<file path="src/rtl/inst_fifo_assembler_if.sv">
// Word-in / instruction-out handshake bundle for the instruction FIFO assembler.
// The slave view belongs to the assembler and the master view to its environment.
// Widths are fixed by the command word (32) and the decoder instruction (83).
interface inst_fifo_assembler_if;
  logic [31:0] word_in;
  logic        word_valid;
  logic        word_ready;
  logic [82:0] inst_out;
  logic        inst_valid;
  logic        inst_read;

  // Environment view: drives command words and pops instructions.
  modport master (
    output word_in,
    output word_valid,
    output inst_read,
    input  word_ready,
    input  inst_out,
    input  inst_valid
  );

  // Assembler view.
  modport slave (
    input  word_in,
    input  word_valid,
    input  inst_read,
    output word_ready,
    output inst_out,
    output inst_valid
  );
endinterface

</file>
<file path="src/rtl/inst_fifo_assembler.sv">
// Assembles 32-bit command words into 83-bit instructions and queues them for the decoder.
// Latency: instruction visible one cycle after its final word is accepted.
// Backpressure: word_ready = !full from registered count; a pop frees space only from the next cycle.
module inst_fifo_assembler #(
  parameter int DEPTH = 4,
  parameter int CNT_W = $clog2(DEPTH) + 1
) (
  input  logic               clk,
  input  logic               n_rst,
  input  logic               clear,
  inst_fifo_assembler_if.slave bus,
  output logic [CNT_W-1:0]   count,
  output logic               full,
  output logic               empty
);

  localparam int PTR_W = $clog2(DEPTH);
  localparam logic [CNT_W-1:0] DEPTH_CNT = CNT_W'(DEPTH);

  // W0: expecting the first word of an instruction.
  // W1/W2: second/third word of a draw instruction.
  typedef enum logic [1:0] {
    W0 = 2'd0,
    W1 = 2'd1,
    W2 = 2'd2
  } asm_state_t;

  asm_state_t       state;
  logic [63:0]      shadow;
  logic [82:0]      mem [DEPTH];
  logic [PTR_W-1:0] rd_ptr;
  logic [PTR_W-1:0] wr_ptr;

  logic             accept;
  logic             push;
  logic             pop;
  logic [82:0]      push_data;

  // Status flags come straight from the registered count, so the word-side
  // ready never depends on word_in and a same-cycle pop cannot open a slot.
  assign full           = (count == DEPTH_CNT);
  assign empty          = (count == '0);
  assign bus.word_ready = !full;
  assign bus.inst_valid = !empty;

  // Head entry is forced to zero while empty so the reset-time output is
  // deterministic even though the storage itself is never reset.
  assign bus.inst_out   = empty ? '0 : mem[rd_ptr];

  // A word accepted in a clear cycle is discarded along with everything else.
  assign accept = bus.word_valid && !full && !clear;
  assign pop    = bus.inst_read && !empty && !clear;

  // Decide whether the accepted word completes an instruction, and build it.
  always_comb begin
    push      = 1'b0;
    push_data = '0;
    if (accept) begin
      case (state)
        W0: begin
          if (bus.word_in[0]) begin
            push      = 1'b1;
            push_data = {79'b0, bus.word_in[3:0]};
          end
        end
        W2: begin
          push      = 1'b1;
          push_data = {bus.word_in[18:0], shadow};
        end
        default: begin
        end
      endcase
    end
  end

  // Assembler FSM: collects the first two draw words in the shadow register.
  always_ff @(posedge clk or negedge n_rst) begin
    if (!n_rst) begin
      state  <= W0;
      shadow <= '0;
    end else if (clear) begin
      state  <= W0;
      shadow <= '0;
    end else if (accept) begin
      case (state)
        W0: begin
          if (!bus.word_in[0]) begin
            shadow[31:0] <= bus.word_in;
            state        <= W1;
          end
        end
        W1: begin
          shadow[63:32] <= bus.word_in;
          state         <= W2;
        end
        W2: begin
          state <= W0;
        end
        default: begin
          state <= W0;
        end
      endcase
    end
  end

  // Queue pointers and occupancy; clear beats any push or pop in the same cycle.
  always_ff @(posedge clk or negedge n_rst) begin
    if (!n_rst) begin
      rd_ptr <= '0;
      wr_ptr <= '0;
      count  <= '0;
    end else if (clear) begin
      rd_ptr <= '0;
      wr_ptr <= '0;
      count  <= '0;
    end else begin
      if (push) begin
        wr_ptr <= wr_ptr + 1'b1;
      end
      if (pop) begin
        rd_ptr <= rd_ptr + 1'b1;
      end
      case ({push, pop})
        2'b10:   count <= count + 1'b1;
        2'b01:   count <= count - 1'b1;
        default: count <= count;
      endcase
    end
  end

  // Instruction storage, written on the accepting edge; contents need no reset.
  always_ff @(posedge clk) begin
    if (push) begin
      mem[wr_ptr] <= push_data;
    end
  end

endmodule
</file>
<file path="src/flat_wrapper.sv">
// flat-port wrapper written by rule: the top's interface ports become plain ports
module inst_fifo_assembler_flat 
#(
  parameter int DEPTH = 4,
  parameter int CNT_W = $clog2(DEPTH) + 1
)
  (clk, n_rst, clear, count, full, empty, bus_word_in, bus_word_valid, bus_inst_read, bus_word_ready, bus_inst_out, bus_inst_valid);
  inst_fifo_assembler_if bus_i ();
  input  logic clk;
  input  logic n_rst;
  input  logic clear;
  output logic [CNT_W-1:0] count;
  output logic full;
  output logic empty;
  input wire logic [$bits(bus_i.word_in)-1:0] bus_word_in;
  input wire logic [$bits(bus_i.word_valid)-1:0] bus_word_valid;
  input wire logic [$bits(bus_i.inst_read)-1:0] bus_inst_read;
  output wire logic [$bits(bus_i.word_ready)-1:0] bus_word_ready;
  output wire logic [$bits(bus_i.inst_out)-1:0] bus_inst_out;
  output wire logic [$bits(bus_i.inst_valid)-1:0] bus_inst_valid;
  assign bus_i.word_in = bus_word_in;
  assign bus_i.word_valid = bus_word_valid;
  assign bus_i.inst_read = bus_inst_read;
  assign bus_word_ready = bus_i.word_ready;
  assign bus_inst_out = bus_i.inst_out;
  assign bus_inst_valid = bus_i.inst_valid;
  inst_fifo_assembler #(.DEPTH(DEPTH), .CNT_W(CNT_W)) u_core (.clk(clk), .n_rst(n_rst), .clear(clear), .bus(bus_i), .count(count), .full(full), .empty(empty));
endmodule
</file>
<file path="config.mk">
export PLATFORM = sky130hd
export DESIGN_NAME = inst_fifo_assembler_flat
export DESIGN_NICKNAME = d
export VERILOG_FILES = /design/src/rtl/inst_fifo_assembler_if.sv /design/src/rtl/inst_fifo_assembler.sv /design/src/flat_wrapper.sv
export SDC_FILE = /design/constraint.sdc
export NUM_CORES = 1
export LEC_CHECK = 0
export ABC_AREA = 1
export BUFFER_PORTS_ARGS = -buffer_cell sky130_fd_sc_hd__buf_2
export CORE_MARGIN = 5
export CORE_UTILIZATION = 55
export CTS_BUF_LIST = sky130_fd_sc_hd__clkbuf_4
export CTS_CLUSTER_DIAMETER = 40
export DETAILED_ROUTE_END_ITERATION = 16
export HOLD_SLACK_MARGIN = 0.03
export PLACE_DENSITY = 0.73
export SLEW_MARGIN = 10
export SYNTH_ARGS = -nofsm -noshare
export SYNTH_HDL_FRONTEND = slang
export SYNTH_SLANG_ARGS = --single-unit
</file>
<file path="constraint.sdc">
create_clock -name clk -period 6.7 [get_ports clk]
set_input_delay 1.675 -clock clk [delete_from_list [all_inputs] [get_ports clk]]
set_output_delay 1.675 -clock clk [all_outputs]
set_load 0.1 [all_outputs]
</file>
Word-level counts from Yosys, hierarchy flattened
Memories as Yosys holds them, arrays and structs flattened.
Index checks and enable logic that the tools add are counted.
{"block": "totals", "regBits": 73, "out_inout_bits": 90, "elab_cells": 60, "memories": 1, "ram_bits": 332, "inputBits": 37}
{"block": "op_classes", "n_addsub": 4, "eq_ne": 7, "muxes": 24, "reduce_logical": 18}
{"name": "u_core.mem", "depth": 4, "word_bits": 83, "read_ports": 1, "rd_clocked_by_memory_dff": 0, "write_ports": 1, "line_no": "inst_fifo_assembler.sv:30", "source": "logic [82:0] mem [DEPTH];"}
{"operator": "two-way mux 83 bit", "n": 2}
{"operator": "case mux 83 bit (2 select lines)", "n": 1}
{"operator": "two-way mux 64 bit", "n": 2}
{"operator": "two-way mux 32 bit", "n": 3}
{"operator": "two-way mux 2 bit", "n": 7}
{"operator": "nonzero test 2 bit", "n": 5}
{"operator": "case mux 3 bit (2 select lines)", "n": 1}
{"operator": "adder 2 x 1 -> 2 bit, second input constant", "n": 2}
{"operator": "== test 2 x 1 -> 1 bit, second input constant", "n": 2}
{"operator": "== test 2 bit, second input constant", "n": 2}
{"operator": "logical AND 1 bit", "n": 4}
{"operator": "two-way mux 1 bit", "n": 4}
{"operator": "two-way mux 4 bit", "n": 1}
{"operator": "case mux 2 bit (2 select lines)", "n": 1}
{"operator": "AND reduction 2 bit", "n": 2}
{"operator": "adder 3 x 1 -> 3 bit, second input constant", "n": 1}
{"operator": "== test 3 bit, second input constant", "n": 1}
{"operator": "logical NOT 1 bit", "n": 3}
{"operator": "logical NOT 3 bit", "n": 1}
{"operator": "two-way mux 3 bit", "n": 1}
{"operator": "inequality test 3 bit, second input constant", "n": 1}
{"operator": "AND reduction 3 bit", "n": 1}
{"operator": "nonzero test 3 bit", "n": 1}
{"operator": "subtractor 3 x 1 -> 3 bit, second input constant", "n": 1}
{"operator": "3 further kinds", "n": 3}

Longest topological paths before layout
Gate-level depths: netlist of run 1.
{"block": "depth", "ltp_word": 8, "depth_mapped": 14, "mapped_depth_nobuf": 14}

Worst setup path after synthesis of run 1
Ideal clock, no wire load.
{"block": "synth_path", "kind": "register to register", "startpoint": "register u_core.count[0]", "endpoint": "memory u_core.mem[0][0] (enable)", "synth_period_minus_slack_ps": 6324, "t_arrival_ps": 5799, "required_ps": 6175, "setup_time_ps": 525, "setup_slack_ps": 376, "n_path_buf": 0, "path_stages_with_launch": 5, "path_cell_list": "dfrtp_1 -> nor2_2 -> nand2_1 -> nand4_2 -> nor2_1"}
{"block": "synth_between", "elab_chain_len": 7}
{"item": "start, declared", "line_no": "inst_fifo_assembler.sv:12", "source": "output logic [CNT_W-1:0] count,"}
{"item": "start signal, assigned", "line_no": "inst_fifo_assembler.sv:124", "source": "2'b10: count <= count + 1'b1;"}
{"item": "start signal, assigned", "line_no": "inst_fifo_assembler.sv:125", "source": "2'b01: count <= count - 1'b1;"}
{"item": "start signal, assigned", "line_no": "inst_fifo_assembler.sv:126", "source": "default: count <= count;"}
{"item": "== test 3 bit", "line_no": "inst_fifo_assembler.sv:41", "source": "assign full = (count == DEPTH_CNT);"}
{"item": "logical NOT 1 bit"}
{"item": "named net bus_word_ready", "line_no": "flat_wrapper.sv:18", "source": "output wire logic [$bits(bus_i.word_ready)-1:0] bus_word_ready;"}
{"item": "logical AND 1 bit (2 in a row)", "line_no": "inst_fifo_assembler.sv:51", "source": "assign accept = bus.word_valid && !full && !clear;"}
{"item": "two-way mux 1 bit", "line_no": "inst_fifo_assembler.sv:58", "source": "if (accept) begin"}
{"item": "two-way mux 1 bit", "line_no": "inst_fifo_assembler.sv:133", "source": "if (push) begin"}
{"item": "two-way mux 1 bit (not written as such)", "line_no": "inst_fifo_assembler.sv:134", "source": "mem[wr_ptr] <= push_data;"}
{"item": "end, declared", "line_no": "inst_fifo_assembler.sv:30"}
The timed path passes the listed nets, and every way through them passes these cells.

Worst setup path after layout of run 1
{"block": "layout_path", "startpoint": "register u_core.rd_ptr[0]", "endpoint": "output bus_inst_out[29]"}
{"block": "layout_between", "elab_chain_len": 2}
{"item": "start, declared", "line_no": "inst_fifo_assembler.sv:31", "source": "logic [PTR_W-1:0] rd_ptr;"}
{"item": "start signal, assigned", "line_no": "inst_fifo_assembler.sv:121", "source": "rd_ptr <= rd_ptr + 1'b1;"}
{"item": "memory (4 x 83 bit)"}
{"item": "two-way mux 83 bit", "line_no": "inst_fifo_assembler.sv:48", "source": "assign bus.inst_out = empty ? '0 : mem[rd_ptr];"}
{"item": "end, declared", "line_no": "flat_wrapper.sv:19", "source": "output wire logic [$bits(bus_i.inst_out)-1:0] bus_inst_out;"}
No other way between the ends.

==> impl_results.rst, run 1 <==
.. list-table::
   :header-rows: 1

   * - Metric
     - Value
   * - Result of the run
     - complete, no violations
   * - Residual DRC
     - 0
   * - Starting density of the core
     - 55.7%
   * - Largest clock skew in the final design
     - around 0.045 ns
   * - Count of warnings emitted by yosys
     - 0
   * - Worst Tran Pin Value
     - approximately 1.1 ns
   * - Number of max-slew violations in the final report
     - 0
   * - Buffers inserted during post-CTS setup optimization
     - 0
   * - Yosys top cell area share
     - around 60%
   * - Routed WL per cell
     - between 15 and 20 microns
   * - Maximum frequency from static timing analysis
     - 192 MHz
   * - CP arrival
     - 3.54 ns
   * - Remaining antenna violation count after routing
     - 0
   * - Number of cell rows
     - 63
   * - Power density over cell area
     - approximately 350 mW/mm^2
   * - Cell total after placement
     - 1,941
   * - Post-Synthesis Cells
     - between 1,000 and 1,500
   * - Clock slew seen by the registers of the worst setup and hold paths
     - 0.06 ns
   * - Sinks on the clock net
     - just over 400
   * - Final period util
     - 77.8%
   * - Syn_area_per_cell
     - 11.0 sq um
   * - Path class of the lowest-slack min-delay path
     - flip-flop to flip-flop
   * - Distinct cell type count after synthesis
     - 27
   * - Antenna violations before repair
     - 1
   * - Maximum fanout encountered on the critical timing path
     - 72
   * - Number of detailed-route iterations in the first pass
     - 7
   * - Nets
     - 1,693
   * - Number of fill cells in the layout
     - around 2,300
   * - FF+latch count, synth
     - about 400
   * - Wire length of the first global-routing pass
     - ~60 mm
   * - Largest voltage drop on the vdd net
     - 0.230 mV
   * - Pre-CTS setup slack
     - 2.27 ns
   * - Layout cells sized above 1
     - 18.6%
   * - Kind of start point of the critical path
     - flip-flop
   * - Vias in the first global route
     - 11,500
   * - Final critical-path setup slack
     - 1.49 ns
   * - Signed area change from the synthesized netlist to the final layout
     - 13.2%
   * - Die boundary height
     - between 150 and 200 microns
   * - Area of the die
     - 0.0337 sq mm
   * - Final Hold Slack
     - 0.487 ns
   * - Multi-input gate area
     - 0.00400 sq mm
   * - Routed Wire Length
     - a little under 40 mm
   * - H-tree lvl count
     - 3
   * - Storage cell area
     - approximately 0.012 sq mm
   * - Final hold viol count
     - 0
   * - Element type at the critical path end
     - output port
   * - Largest net degree at the start of global routing
     - 87
   * - CTS-repair resized insts
     - 0
   * - Required time at the endpoint of the critical path
     - 5.03 ns
   * - Drt first-iter violations
     - about 1,100
   * - Count of port buffers added during placement
     - 126
   * - Leftover overflow at the end of global routing
     - 0
   * - Placer's final routability congestion estimate
     - 0.859
   * - Period minus WS final
     - 5.21 ns
   * - Most area-consuming cells after synthesis
     - sky130_fd_sc_hd__edfxtp_1, sky130_fd_sc_hd__dfrtp_1, sky130_fd_sc_hd__nor2_1
   * - Area of the mapped netlist
     - 0.0166 sq mm
   * - Detailed-route via count
     - 11,700
   * - HPWL after detailed placement
     - 23.5 mm
   * - Overall Global Routing Usage
     - between 20% and 30%
   * - Static Leak
     - 7.56 nW
   * - Type of the worst setup path
     - flip-flop to output port
   * - CTS tree
     - yes
   * - Share of the yosys chip area belonging to registers
     - 71.1%
   * - Net count after synthesis
     - approximately 1,500
   * - Post-synthesis cell type with the largest combined area
     - sky130_fd_sc_hd__edfxtp_1
   * - Worst-skew pair later-pin latency
     - 0.72 ns
   * - Core box area
     - 0.0297 sq mm
   * - Die W
     - between 150 and 200 microns
   * - Boundary Pins
     - 127
   * - Slew margin rel.
     - 29.1%
   * - Maxcap violations
     - 0
   * - Number of failing setup endpoints in the final timing report
     - 0
   * - Buffers from clock root to sink, at most
     - 3
   * - Setup repair after global routing missed its margin
     - no
   * - Number of standard cells in the final layout excluding fillers
     - 2,126
   * - Root buffer cell
     - sky130_fd_sc_hd__clkbuf_4
   * - Via-to-Cell Ratio
     - 5.50
   * - CTS Buf Count
     - 98
   * - Setup TNS
     - 0 ns
   * - Number of hold-repair buffers added at the cts stage
     - 0
cells by family after synthesis:
family / synth area share [%]
AND/OR/NAND/NOR: 13.7
buffers and inverters: 4.96
adder cells (fa/ha/maj): 0.423
XOR/XNOR: 0.0529
flip-flops: 71.1
AO/OA/AOI/OAI: 9.79
through the flow:
step | instance area (sq um) | util (%) | total power, mW
2_1_floorplan | 16600 | - | 4.31
3_5_place_dp | 17400 | 58.7 | 4.62
3_3_place_gp | 17400 | 58.7 | 4.61
6_report | 18700 | 63.1 | 6.60
5_1_grt | 18700 | 63.1 | 6.87
4_1_cts | 18700 | 63.0 | 6.63
cells in the final DEF (no fill, tap or decap), drive strengths merged:
master,count
xor2,1
a21oi,92
nand3,11
diode,1
inv,102
nand2,120
edfxtp,332
o21ai,229
clkinv,31
ha,4
fa,1
nor2,381
bufinv,1
clkinvlp,2
buf,146
dfrtp,72
nor3,57
clkbuf,151
nand4,2
power breakdown:
group | switching (mW) | total (mW) | internal [mW]
registers | 0.0533 | 2.82 | 2.76
logic | 1.50 | 1.75 | 0.246
clock network | 0.962 | 2.03 | 1.07
total | 2.52 | 6.60 | 4.08
synth_stat cells:
library cell and n:
sky130_fd_sc_hd__nor2_1 378, sky130_fd_sc_hd__edfxtp_1 332, sky130_fd_sc_hd__o21ai_0 209, sky130_fd_sc_hd__nand2_1 118, sky130_fd_sc_hd__inv_1 101, sky130_fd_sc_hd__a21oi_1 90, sky130_fd_sc_hd__dfrtp_1 72, sky130_fd_sc_hd__nor3_1 57
sky130_fd_sc_hd__buf_2 41, sky130_fd_sc_hd__clkbuf_1 41, sky130_fd_sc_hd__o21ai_1 20, sky130_fd_sc_hd__nand3_1 10, sky130_fd_sc_hd__buf_1 7, sky130_fd_sc_hd__ha_1 4, sky130_fd_sc_hd__buf_6 3, sky130_fd_sc_hd__nor2_2 3
sky130_fd_sc_hd__buf_4 2, sky130_fd_sc_hd__nand2_2 2, sky130_fd_sc_hd__a21oi_2 1, sky130_fd_sc_hd__a21oi_4 1, sky130_fd_sc_hd__clkinv_1 1, sky130_fd_sc_hd__fa_1 1, sky130_fd_sc_hd__inv_2 1, sky130_fd_sc_hd__nand3_4 1
sky130_fd_sc_hd__nand4_1 1, sky130_fd_sc_hd__nand4_2 1, sky130_fd_sc_hd__xor2_1 1
critical path: stages (launching register included):
cell and delay (ns):
sky130_fd_sc_hd__dfrtp_4 0.95, sky130_fd_sc_hd__buf_4 0.68, sky130_fd_sc_hd__nor2_1 0.13, sky130_fd_sc_hd__nor2_1 0.13, sky130_fd_sc_hd__o21ai_0 0.12, sky130_fd_sc_hd__a21oi_1 0.25, sky130_fd_sc_hd__buf_2 0.48
path summary, 6_finish.rpt:
| path | from | endpoint | slack, ns | depth (start not counted) |
|---|---|---|---|---|
| max | u_core.rd_ptr[0]$_DFFE_PN0P_ | bus_inst_out[29] | 1.49 | 6 |
| min | u_core.shadow[3]$_DFFE_PN0P_ | u_core.shadow[3]$_DFFE_PN0P_ | 0.49 | 2 |
| max reg2reg | u_core.count[0]$_DFFE_PN0P_ | u_core.mem[2][12]$_DFFE_PP_ | 4.02 | 5 |
| min reg2reg | u_core.shadow[3]$_DFFE_PN0P_ | u_core.shadow[3]$_DFFE_PN0P_ | 0.49 | 2 |
| max in group asynchronous | n_rst | u_core.rd_ptr[0]$_DFFE_PN0P_ | 4.86 | 2 |
| min in group asynchronous | n_rst | u_core.wr_ptr[1]$_DFFE_PN0P_ | 1.16 | 2 |
metal layers:
layer,part of all wire [%],GRT usage [%]
met5,0,0
met4,1.9,7.54
met3,8.1,4.89
met2,48,37.6
met1,42,32.1
state kept, by name, summed over array words and instances, names as in the netlist:
signal and cells:
u_core.shadow 63, u_core.state 2, u_core.wr_ptr 2, u_core.count 3
u_core.rd_ptr 2, u_core.mem 332
cell type report:
class,count,area share [%]
repair buffers,146,4.23
multi-input cells,898,21.3
well taps,390,2.60
flip-flops and latches,404,62.8
clock inverters,33,0.861
inverters,103,2.07
diodes,1,0.0134
clock buffers,151,6.05
Note: power is estimated with default switching activity, not from simulation.
==> inputs of run 2 (changes only) <==
- ABC_AREA: 1 -> 0
- clock period: 6.7 -> 4.9 ns (I/O delays scaled with it)
==> impl_results.rst, run 2 <==
.. list-table::
   :header-rows: 1

   * - Metric
     - Value
   * - Setup repair after global routing missed its margin
     - no
   * - Dominant cell by count in the synthesized netlist
     - sky130_fd_sc_hd__edfxtp_1
   * - Detailed-route via count
     - a little over 9,000
   * - Maximum fanout encountered on the critical timing path
     - 32
   * - Residual DRC
     - 0
   * - Die W
     - 182 microns
   * - Result of the run
     - complete, no violations
   * - Type of the worst setup path
     - flip-flop to output port
   * - Leftover overflow at the end of global routing
     - 0
   * - Total met3 wirelength after detailed routing
     - 2.38 mm
   * - Cell area after layout
     - 0.0188 sq mm
   * - Largest net degree at the start of global routing
     - 77
   * - Static Leak
     - 6.78 nW
   * - Nets
     - 1,205
   * - Remaining antenna violation count after routing
     - 0
   * - Antenna violations before repair
     - 4
   * - Required time at the endpoint of the critical path
     - 3.67 ns
   * - Detailed-routing wirelength on met1
     - 14.5 mm
   * - Worst hold path cell count
     - 2
   * - Proportion of register bits with asynchronous set or reset after synthesis
     - 17.8%
   * - Syn_area_per_cell
     - between 15 and 20 sq um
   * - Buffers from clock root to sink, at most
     - 3
   * - Total design power
     - 7.54 mW
   * - Pre-CTS setup slack
     - 1.32 ns
   * - CTS-repair resized insts
     - 0
   * - Clock slew seen by the registers of the worst setup and hold paths
     - roughly 0.060 ns
   * - Yosys top cell area share
     - roughly 60%
   * - CTS Buf Count
     - 97
   * - Worst Tran Pin Value
     - slightly below 1 ns
   * - Area of the die
     - 0.0332 sq mm
   * - Critical path, cell by cell
     - buf_12, mux4_2, and2_1, buf_2
   * - Uppermost layer routed
     - met5
   * - Largest incremental delay on the critical path
     - approximately 0.9 ns
   * - Largest voltage drop on the vdd net
     - around 0.25 mV
   * - HPWL after detailed placement
     - 19.7 mm
   * - Count of warnings emitted by yosys
     - 0
   * - CTS tree
     - yes
   * - Slew margin rel.
     - 34.5%
   * - Slowest CP cell
     - sky130_fd_sc_hd__dfrtp_4
   * - Routed WL per cell
     - 20.5 microns
   * - Top Registers
     - u_core.mem x332, u_core.shadow x63, u_core.count x3
   * - Maxcap violations
     - 0
   * - Net count after synthesis
     - 1,026
   * - Post-Synthesis Cells
     - 984
   * - Starting density of the core
     - a little under three fifths
   * - Setup TNS
     - 0 ns
   * - Distinct cell type count after synthesis
     - 39
   * - Buffers inserted during post-CTS setup optimization
     - 0
   * - Top cells by count, synth
     - sky130_fd_sc_hd__edfxtp_1, sky130_fd_sc_hd__and2_1, sky130_fd_sc_hd__nand2_1
   * - Number of failing setup endpoints in the final timing report
     - 0
   * - Maximum frequency from static timing analysis
     - around 240 MHz
   * - Internal reg-to-reg setup slack
     - roughly 2.0 ns
   * - CP arrival
     - between 2 and 3 ns
   * - Count of port buffers added during placement
     - 126
   * - Worst-skew pair later-pin latency
     - 0.72 ns
   * - Number of max-slew violations in the final report
     - 0
   * - Most common cell after layout, fill and taps aside
     - sky130_fd_sc_hd__edfxtp_1
   * - FF+latch count, synth
     - a little over 400
   * - Cell area after placement
     - 0.0174 sq mm
   * - Element type at the critical path end
     - output port
   * - Placer's final routability congestion estimate
     - 0.737
   * - Via-to-Cell Ratio
     - 5.52
   * - Period minus WS final
     - 4.22 ns
   * - Flip-flop count of the largest register after layout
     - roughly 330
   * - Sum of met2 wire segment lengths after detailed routing
     - roughly 16 mm
   * - Share of the yosys chip area belonging to registers
     - slightly above 70%
   * - Overall Global Routing Usage
     - 20.7%
   * - Number of detailed-route iterations in the first pass
     - 5
   * - Layout cells sized above 1
     - 32.8%
   * - Final hold viol count
     - 0
   * - Final period util
     - 86.0%
   * - Die boundary height
     - 182 microns
   * - H-tree lvl count
     - 3
   * - Boundary Pins
     - 127
   * - Root buffer cell
     - sky130_fd_sc_hd__clkbuf_4
   * - Most flops, register
     - u_core.mem
   * - Drt first-iter violations
     - 698
   * - Final Util
     - between 60 and 70%
   * - Area of the mapped netlist
     - 0.0163 sq mm
   * - Path class of the lowest-slack min-delay path
     - flip-flop to flip-flop
   * - Kind of start point of the critical path
     - flip-flop
   * - Core box area
     - 0.0295 sq mm
   * - Number of flops mapped to enable cells by yosys
     - roughly 330
   * - Sinks on the clock net
     - 404
   * - Largest clock skew in the final design
     - between 0.04 and 0.05 ns
   * - Dominant synthesized flop cell
     - sky130_fd_sc_hd__edfxtp_1
   * - Final critical-path setup slack
     - 0.685 ns
   * - Post-synthesis cell type with the largest combined area
     - sky130_fd_sc_hd__edfxtp_1
   * - Wire length of the first global-routing pass
     - 53.5 mm
   * - Number of cells on the worst reg-to-reg path
     - 5
   * - Most area-consuming cells after synthesis
     - sky130_fd_sc_hd__edfxtp_1, sky130_fd_sc_hd__mux4_2, sky130_fd_sc_hd__dfrtp_1
   * - Number of hold-repair buffers added at the cts stage
     - 0
   * - Signed area change from the synthesized netlist to the final layout
     - 15.3%
   * - Power density over cell area
     - 401 mW/mm^2
   * - Commonest non-fill, non-tap cells in the layout
     - sky130_fd_sc_hd__edfxtp_1, sky130_fd_sc_hd__and2_1, sky130_fd_sc_hd__clkbuf_4
   * - Vias in the first global route
     - 9,531
   * - Routed Wire Length
     - ~34 mm
   * - Number of cell rows
     - 63
==> run 2: changes by cell type after synthesis, moves of 54 or more <==
cell	before	now
sky130_fd_sc_hd__mux4_2	0	83
sky130_fd_sc_hd__and2_1	0	167
sky130_fd_sc_hd__nor3_1	57	3
sky130_fd_sc_hd__o21ai_0	209	2
sky130_fd_sc_hd__inv_1	101	4
sky130_fd_sc_hd__nor2_1	378	15
==> run 2: final cells by class <==
| class | instances | area [sq um] |
|---|---|---|
| clock inverters | 22 | 176 |
| repair buffers | 144 | 906 |
| clock buffers | 160 | 1200 |
| well taps | 390 | 488 |
| flip-flops and latches | 404 | 11800 |
| inverters | 4 | 15.0 |
| diodes | 2 | 5.00 |
| multi-input cells | 512 | 4220 |
| fillers | 2194 | 10700 |
==> run 2: worst max-delay path, delay by kind of cell (launching register included) <==
family / cells / cell delay (ns)
AND/OR/NAND/NOR: 1 / 0.19
flip-flops: 1 / 0.90
buffers and inverters: 2 / 0.65
multiplexers: 1 / 0.55
==> run 2: worst paths after layout <==
| path | from | to |
|---|---|---|
| setup reg to reg | u_core.count[0]$_DFFE_PN0P_ | u_core.mem[3][4]$_DFFE_PP_ |
| setup / recovery | u_core.rd_ptr[0]$_DFFE_PN0P_ | bus_inst_out[45] |
| hold reg to reg | u_core.shadow[62]$_DFFE_PN0P_ | u_core.shadow[62]$_DFFE_PN0P_ |
| hold / removal | u_core.shadow[62]$_DFFE_PN0P_ | u_core.shadow[62]$_DFFE_PN0P_ |
| max in group asynchronous | n_rst | u_core.rd_ptr[1]$_DFFE_PN0P_ |
| min in group asynchronous | n_rst | u_core.shadow[8]$_DFFE_PN0P_ |
==> run 2: routing by layer <==
| metal | up-vias | GRT usage, % |
|---|---|---|
| met1 | 4576 | 29.5 |
| met5 | - | 0 |
| met4 | 4 | 6.54 |
| met3 | 46 | 4.80 |
| met2 | 316 | 32.5 |
| li1 | 4105 | - |
==> run 2: logic make-up (layout without fill, tap and decap cells) <==
family | after synthesis | count (layout) | synth area share [%]
DFF | 404 | 404 | 72.2
and+or+nand+nor | 340 | 340 | 11.0
muxes | 86 | 86 | 11.7
AOI/OAI and AO/OA | 79 | 79 | 2.63
buffers and inverters | 68 | 330 | 2.01
adders and majority gates | 5 | 5 | 0.430
xor gates and xnor gates | 2 | 2 | 0.107
other | 0 | 2 | 0
==> run 2: power breakdown <==
group | internal, mW | total [mW] | switching [mW]
registers | 3.74 | 3.78 | 0.0402
logic | 0.191 | 0.852 | 0.661
clock network | 1.63 | 2.91 | 1.27
==> run 2: metrics by stage <==
stage | hold slack, ns | instances
after detailed placement | 0.510 | 1454
after floorplan | 0.496 | 984
after global routing | 0.528 | 1638
final | 0.519 | 1638
after CTS | 0.519 | 1636
after global placement | 0.504 | 1454
